**src/rtl/ptp_queue_sc.sv**
```systemverilog
// Single-clock PTP descriptor queue with show-ahead output, selectable overflow
// policy, synchronous flush and saturating drop/underflow counters.
module ptp_queue_sc #(
  parameter int DW        = 128,
  parameter int AW        = 4,
  parameter int AFULL     = 12,
  parameter int OVERWRITE = 0
) (
  input  logic          clk,
  input  logic          aclr,
  input  logic          flush,
  input  logic [DW-1:0] data,
  input  logic          wrreq,
  input  logic          rdreq,
  output logic [DW-1:0] q,
  output logic          empty,
  output logic          full,
  output logic          almost_full,
  output logic [AW:0]   usedw,
  output logic [15:0]   drop_cnt,
  output logic [15:0]   underflow_cnt
);

  localparam int          DEPTH   = 1 << AW;
  localparam logic [AW:0] DEPTH_W = (AW+1)'(DEPTH);
  localparam logic [AW:0] AFULL_W = (AW+1)'(AFULL);

  logic [DW-1:0] mem [DEPTH];
  logic [AW-1:0] wr_ptr;
  logic [AW-1:0] rd_ptr;
  logic [AW-1:0] rd_ptr_nxt;
  logic [AW:0]   usedw_nxt;
  logic          eff_rd;
  logic          ovw;
  logic          drop;
  logic          wr_ok;
  logic          under;
  logic          head_is_new;

  function automatic logic [15:0] sat_inc(input logic [15:0] v);
    return (v == 16'hFFFF) ? v : v + 16'd1;
  endfunction

  always_comb begin
    eff_rd     = rdreq & ~empty;
    drop       = wrreq & full & ~eff_rd;
    ovw        = drop & (OVERWRITE != 0);
    wr_ok      = wrreq & (~full | eff_rd | ovw);
    under      = rdreq & empty;
    rd_ptr_nxt = rd_ptr + AW'(eff_rd | ovw);
    usedw_nxt  = usedw;
    if (wr_ok & ~eff_rd & ~full)
      usedw_nxt = usedw + (AW+1)'(1);
    else if (eff_rd & ~wr_ok)
      usedw_nxt = usedw - (AW+1)'(1);
    // The incoming word becomes the head only when nothing older survives this edge.
    head_is_new = wr_ok & (usedw == (AW+1)'(eff_rd));
  end

  always_ff @(posedge clk) begin
    if (wr_ok & ~flush & ~aclr)
      mem[wr_ptr] <= data;
  end

  always_ff @(posedge clk) begin
    if (aclr) begin
      wr_ptr        <= '0;
      rd_ptr        <= '0;
      usedw         <= '0;
      empty         <= 1'b1;
      full          <= 1'b0;
      almost_full   <= 1'b0;
      drop_cnt      <= '0;
      underflow_cnt <= '0;
    end else if (flush) begin
      wr_ptr      <= '0;
      rd_ptr      <= '0;
      usedw       <= '0;
      empty       <= 1'b1;
      full        <= 1'b0;
      almost_full <= 1'b0;
    end else begin
      if (wr_ok)
        wr_ptr <= wr_ptr + AW'(1);
      rd_ptr      <= rd_ptr_nxt;
      usedw       <= usedw_nxt;
      empty       <= (usedw_nxt == '0);
      full        <= (usedw_nxt == DEPTH_W);
      almost_full <= (usedw_nxt >= AFULL_W);
      if (drop)
        drop_cnt <= sat_inc(drop_cnt);
      if (under)
        underflow_cnt <= sat_inc(underflow_cnt);
    end
  end

  // Show-ahead head register: holds its last value once the queue drains.
  always_ff @(posedge clk) begin
    if (aclr || flush)
      q <= '0;
    else if (head_is_new)
      q <= data;
    else if (usedw_nxt != '0)
      q <= mem[rd_ptr_nxt];
  end

endmodule
```
**config.mk**
```make
export PLATFORM = sky130hd
export DESIGN_NAME = ptp_queue_sc
export DESIGN_NICKNAME = d
export VERILOG_FILES = /design/src/rtl/ptp_queue_sc.sv
export SDC_FILE = /design/constraint.sdc
export NUM_CORES = 2
export LEC_CHECK = 0
export CORE_MARGIN = 1.5
export CORE_UTILIZATION = 35
export DETAILED_ROUTE_END_ITERATION = 6
export GPL_ROUTABILITY_DRIVEN = 1
export PLACE_DENSITY = 0.62
export REMOVE_ABC_BUFFERS = 1
export SLEW_MARGIN = 25
export SYNTH_ARGS = -nofsm -noshare
export SYNTH_HDL_FRONTEND = slang
export SYNTH_SLANG_ARGS = --single-unit
```
**constraint.sdc**
```tcl
create_clock -name clk -period 28.4 [get_ports clk]
set_input_delay 5.68 -clock clk [delete_from_list [all_inputs] [get_ports clk]]
set_output_delay 5.68 -clock clk [all_outputs]
set_load 0.03 [all_outputs]
```
Yosys cells after proc, flatten, opt, wreduce, memory -nomap -nowiden
Memory sizes are Yosys's and may differ from the RTL's. Cells that the tools add are included.

Add/sub/neg operators: 6. Multiply operators: 0. Divide/modulo/power cells: 0. $lt $le $gt $ge: 1. Equal/unequal tests: 4. Shifts and indexed selects: 0. Muxes and demuxes: 6. Bitwise gates (word level): 20. Reduce and logical (&&, ||, !) cells: 7.

Operator list (count): $mux 128 (2); $add 16x1->16 const B (2); $eq 16x16->1 const B (2); $and 1x1->1 (11); $mux 5 (2); $not 1->1 (8); $reduce_and 3->1 (2); $add 5x1->5 const B (1); $eq 5x1->1 (1); $eq 5x5->1 const B (1); $ge 5x4->1 const B (1); $logic_not 5->1 (1); $reduce_bool 5->1 (1); $sub 5x1->5 const B (1); $add 4x1->4 (1); $add 4x1->4 const B (1); $mux 1 (2); $reduce_bool 2->1 (1); $reduce_or 2->1 (1); $logic_or 1x1->1 (1); $or 1x1->1 (1).

Flip-flop bits (word level): 176. Latch bits: 0. RAM bits: 2048. ROM bits: 0. Input port bits: 133. Word-level logic and storage cells: 54. Memories kept: 1.

Memory list: mem (words 16, bits a word 128, read ports 1, clocked after Yosys merged registers in 0, write ports 1, line 28) `logic [DW-1:0] mem [DEPTH];`.

Logic depth before layout (Yosys ltp)
Word-level depth: 11. Gate-level depth with buffers: 12.

Worst setup path after synthesis
No wires, ideal clock.

Path type: in2reg. Start: input rdreq. End: memory mem[0][0], enable pin. Setup time: 772 ps. Arrival: 15082 ps. Slack: 12546 ps. Cell stages on the path: 6. Cell sequence: nand2b_1 > buf_4 > a21boi_2 > and2_1 > nand2_1 > nor3_1.

Cells in the longest elaborated chain, start to end: 7.

RTL lines: start, declared (line 14) `input logic rdreq,`; $and 1x1->1 (line 45) `eff_rd = rdreq & ~empty;`; $or 1x1->1 (line 48) `wr_ok = wrreq & (~full | eff_rd | ovw);`; $and 1x1->1 (line 48); $and 1x1->1 (2 in a row) (line 61) `if (wr_ok & ~flush & ~aclr)`; $mux 1 (line 61); $mux 1 (not written as such) (line 62) `mem[wr_ptr] <= data;`; end, declared (line 28).

Every way passes these cells.

Final worst setup path
Start: input rdreq. End: register q[38].

Elaborated cells between the ends (all ways): 18. Those cells by class: add/sub (1); eq/ne (1); mux (4); bitwise (9); reduce/logical (2); memory (1).

RTL lines: $and 1x1->1 (line 45); $add 4x1->4 (line 50) `rd_ptr_nxt = rd_ptr + AW'(eff_rd | ovw);`; via rd_ptr_nxt[1] (line 31) `logic [AW-1:0] rd_ptr_nxt;`; $mem_v2 16x128; $mux 128 (line 103) `else if (usedw_nxt != '0)`; $mux 128 (line 101) `else if (head_is_new)`; end signal, assigned (line 102) `q <= data;`; end signal, assigned (line 104) `q <= mem[rd_ptr_nxt];`; end, declared (line 15) `output logic [DW-1:0] q,`.

The timed path passes the listed nets, and every way through them passes these cells. The select of a mux whose other input is x is not followed. A chain may end at the register's enable or synchronous reset.

==> out/qor.yml <==
min_path:
  hold_path_class: "reg -> reg"
  min_path_cells: 1
yosys:
  synth_edf_count: 2048
  syn_area_per_cell_um2: 22.8
  synth_seq_cells: 2224
  netlist_instances: 3702
  ys.flop_type: "edfxtp_1"
  syn-cell-area_mm2: 0.0843
  synth_cell_type_count: 47
  seq_area_frac_synth: 0.771
  synth_async_sr_flop_share: 0
  yosysWarnings: 0
floorplanning:
  core_mm2: 0.240
  die_height_um: 494
  fp.dieW_um: 494
  rows: 180
  start_util: 0.351
  die_area_mm2: 0.244
  ioPinCount: 301
route:
  wirelength_um: 210000
  vias_per_cell: 5.43
  drt_iter0_markers: 4443
  vias: 40600
  drc: 2
  dr.pass1.iters: 7
  ant_nets: 0
  wl_per_cell_um: 28.1
global_routing:
  grt_pass1_wl_um: 302000
  track_usage: 0.171
  gr-total-overflow: 0
  grt_max_degree: 145
  antenna_found_initial: 48
  grt_pass1_vias: 41500
cells_and_area:
  fin_util: 0.411
  areaGrowthSynthToFinish_pct: 16.9
  fin_area_mm2: 0.0986
  layoutNonFillerInstCount: 7473
  drive_above_1_share: 0.283
  nets: 4227
run_status:
  outcome: "finished with violations"
  violations: "design-rule violations"
timing:
  setup_violations: 0
  finClkSkew_ns: 0.0491
  worst_pin_slew_ns: 1.16
  max_slew_margin: 0.225
  fmax_ghz: 0.0880
  min_period_over_period: 0.400
  rsz0062_at_grt: "false"
  min_period_ns: 11.36
  hold_viol: 0
  slew_violations: 0
setup_path:
  cp_max_fo: 43
  arrival_ns: 12.03
  cp-end-kind: "register"
  start_kind: "primary input"
  critical_path_class: "in -> reg"
  r2r_cells: 12
  worstPathRequired_ns: 29.07
pwr:
  power_density_mw_per_mm2: 69.4
  ir_worst_vdd_mv: 0.0624
  p_leak_nw: 29.4
clocking:
  clkSinkCount: 2224
  postCtsHoldBufs: 0
  cts_max_level: 4
  cts_tree: "done"
  clk_pin_slew_ns: 0.06
  cts_setup_buffers: 0
  cts_root_buf: "clkbuf_16"
  cts_inserted_buffers: 221
  clock_latency_ns: 0.86
  clockBufferDepth: 3
  cts.repair.resized: 0
run:
  cap_violations: 0
place:
  placed_cell_area_mm2: 0.0911
  dp_hpwl_um: 104000
  dp.cells: 7045
  place_congestion: 0.729
  io_buffers: 300
cells in the mapped netlist, types with 2 or more instances:
| cell | n | area share |
|---|---|---|
| clkbuf_1 | 77 | 0.0034 |
| mux4_2 | 512 | 0.14 |
| or2_2 | 2 | 0.00015 |
| o31ai_1 | 2 | 0.00018 |
| buf_2 | 120 | 0.0071 |
| mux2_2 | 256 | 0.034 |
| buf_1 | 5 | 0.00022 |
| xor2_1 | 22 | 0.0023 |
| nand2_1 | 25 | 0.0011 |
| a21oi_1 | 10 | 0.00059 |
| or3_1 | 5 | 0.00037 |
| buf_6 | 2 | 0.00027 |
| a222oi_1 | 128 | 0.015 |
| ha_1 | 10 | 0.0015 |
| mux2i_1 | 2 | 0.00024 |
| and3_1 | 7 | 0.00052 |
| and4_1 | 7 | 0.00073 |
| nor3_1 | 10 | 0.00059 |
| nand3_1 | 12 | 0.00071 |
| xnor2_1 | 13 | 0.0014 |
| nor4_1 | 3 | 0.00022 |
| dfxtp_1 | 176 | 0.042 |
| nor2_1 | 54 | 0.0024 |
| edfxtp_1 | 2048 | 0.73 |
| buf_4 | 19 | 0.0017 |
| o21ai_0 | 7 | 0.00042 |
| and2_1 | 6 | 0.00045 |
| inv_1 | 5 | 0.00022 |
| nand2b_1 | 3 | 0.00022 |
| o2bb2ai_1 | 128 | 0.013 |
| nand4_1 | 10 | 0.00074 |
final timing paths:
kind	startpoint	to	slack, ns
setup / recovery	rdreq	q[38]	17.04
hold / removal	q[52]	q[52]	0.47
setup reg to reg	empty	q[38]	21.81
hold reg to reg	q[52]	q[52]	0.47
critical path: stages:
cell	delay (ns)
clkdlybuf4s50_1	0.44
nand2b_1	0.31
clkinv_4	0.18
ha_4	0.21
ha_4	0.76
buf_4	0.69
buf_4	0.73
buf_4	0.76
buf_4	0.78
mux4_2	0.60
mux2_2	0.28
a222oi_1	0.33
o2bb2ai_1	0.11
routing by layer:
| metal | GRT usage | wire, µm |
|---|---|---|
| met1 | 0.245 | 91500 |
| met3 | 0.0456 | 17600 |
| met4 | 0.0380 | 3970 |
| met2 | 0.261 | 96800 |
| met5 | 0 | 356 |
cell usage in the layout, fill, tap and decap left out, types with 7 or more instances in the layout:
master	n
bufinv_16	27
o2bb2ai_1	128
clkbuf_1	52
xnor2_1	13
clkinvlp_4	7
nor2_1	41
a222oi_1	128
o21ai_0	7
nand4_1	10
diode_2	13
clkbuf_16	222
mux4_2	512
inv_6	9
nand3_1	12
clkinv_1	32
edfxtp_1	2048
mux2_2	256
and4_1	7
clkinv_2	40
buf_4	72
clkbuf_8	17
buf_12	7
a21oi_1	10
nand2_1	25
dfxtp_1	176
ha_1	8
nor2_4	13
xor2_1	21
clkdlybuf4s50_1	300
kinds of logic (layout without fill, tap and decap cells):
family	count (synthesis)	in the layout	synth area share
fa+ha+maj	10	10	0.00148
buf+inv	230	803	0.0132
mux	770	770	0.171
other cells	0	13	0
simple gates	148	148	0.00868
flops	2224	2224	0.771
xor+xnor	35	35	0.00364
compound gates	285	285	0.0307
stage by stage:
| step | total power [mW] | hold WS (ns) | setup slack (ns) | TNS [ns] |
|---|---|---|---|---|
| after global placement | 3.95 | 0.448 | 16.04 | 0 |
| after global routing | 7.04 | 0.479 | 16.42 | 0 |
| after floorplan | 3.84 | 0.482 | -5.05 | -647.39 |
| after detailed placement | 3.95 | 0.445 | 16.03 | 0 |
| after CTS | 6.91 | 0.466 | 16.92 | 0 |
| final | 6.84 | 0.466 | 17.04 | 0 |
where the power goes:
part | switching [mW] | total [mW] | leakage (nW) | internal [mW]
Clock | 1.24 | 2.97 | 3.62 | 1.73
Combinational | 0.169 | 0.274 | 5.93 | 0.105
Sequential | 0.0127 | 3.61 | 19.9 | 3.59
registers in the layout, summed over array words and instances (netlist names):
name / flops
empty: 1
drop_cnt: 16
full: 1
almost_full: 1
usedw: 5
wr_ptr: 4
mem: 2048
q: 128
underflow_cnt: 16
rd_ptr: 4
layout make-up:
| cell class | instances | area (µm²) |
|---|---|---|
| fill | 20800 | 141000 |
| sequential | 2224 | 65000 |
| multi-input combinational | 1248 | 18400 |
| clock buffer | 291 | 5980 |
| tap | 3185 | 3990 |
| timing repair buffer | 383 | 3740 |
| clock inverter | 123 | 1430 |
| antenna | 13 | 32.5 |
| inverter | 6 | 27.5 |
No activity file was read; power rests on OpenSTA's default activity.
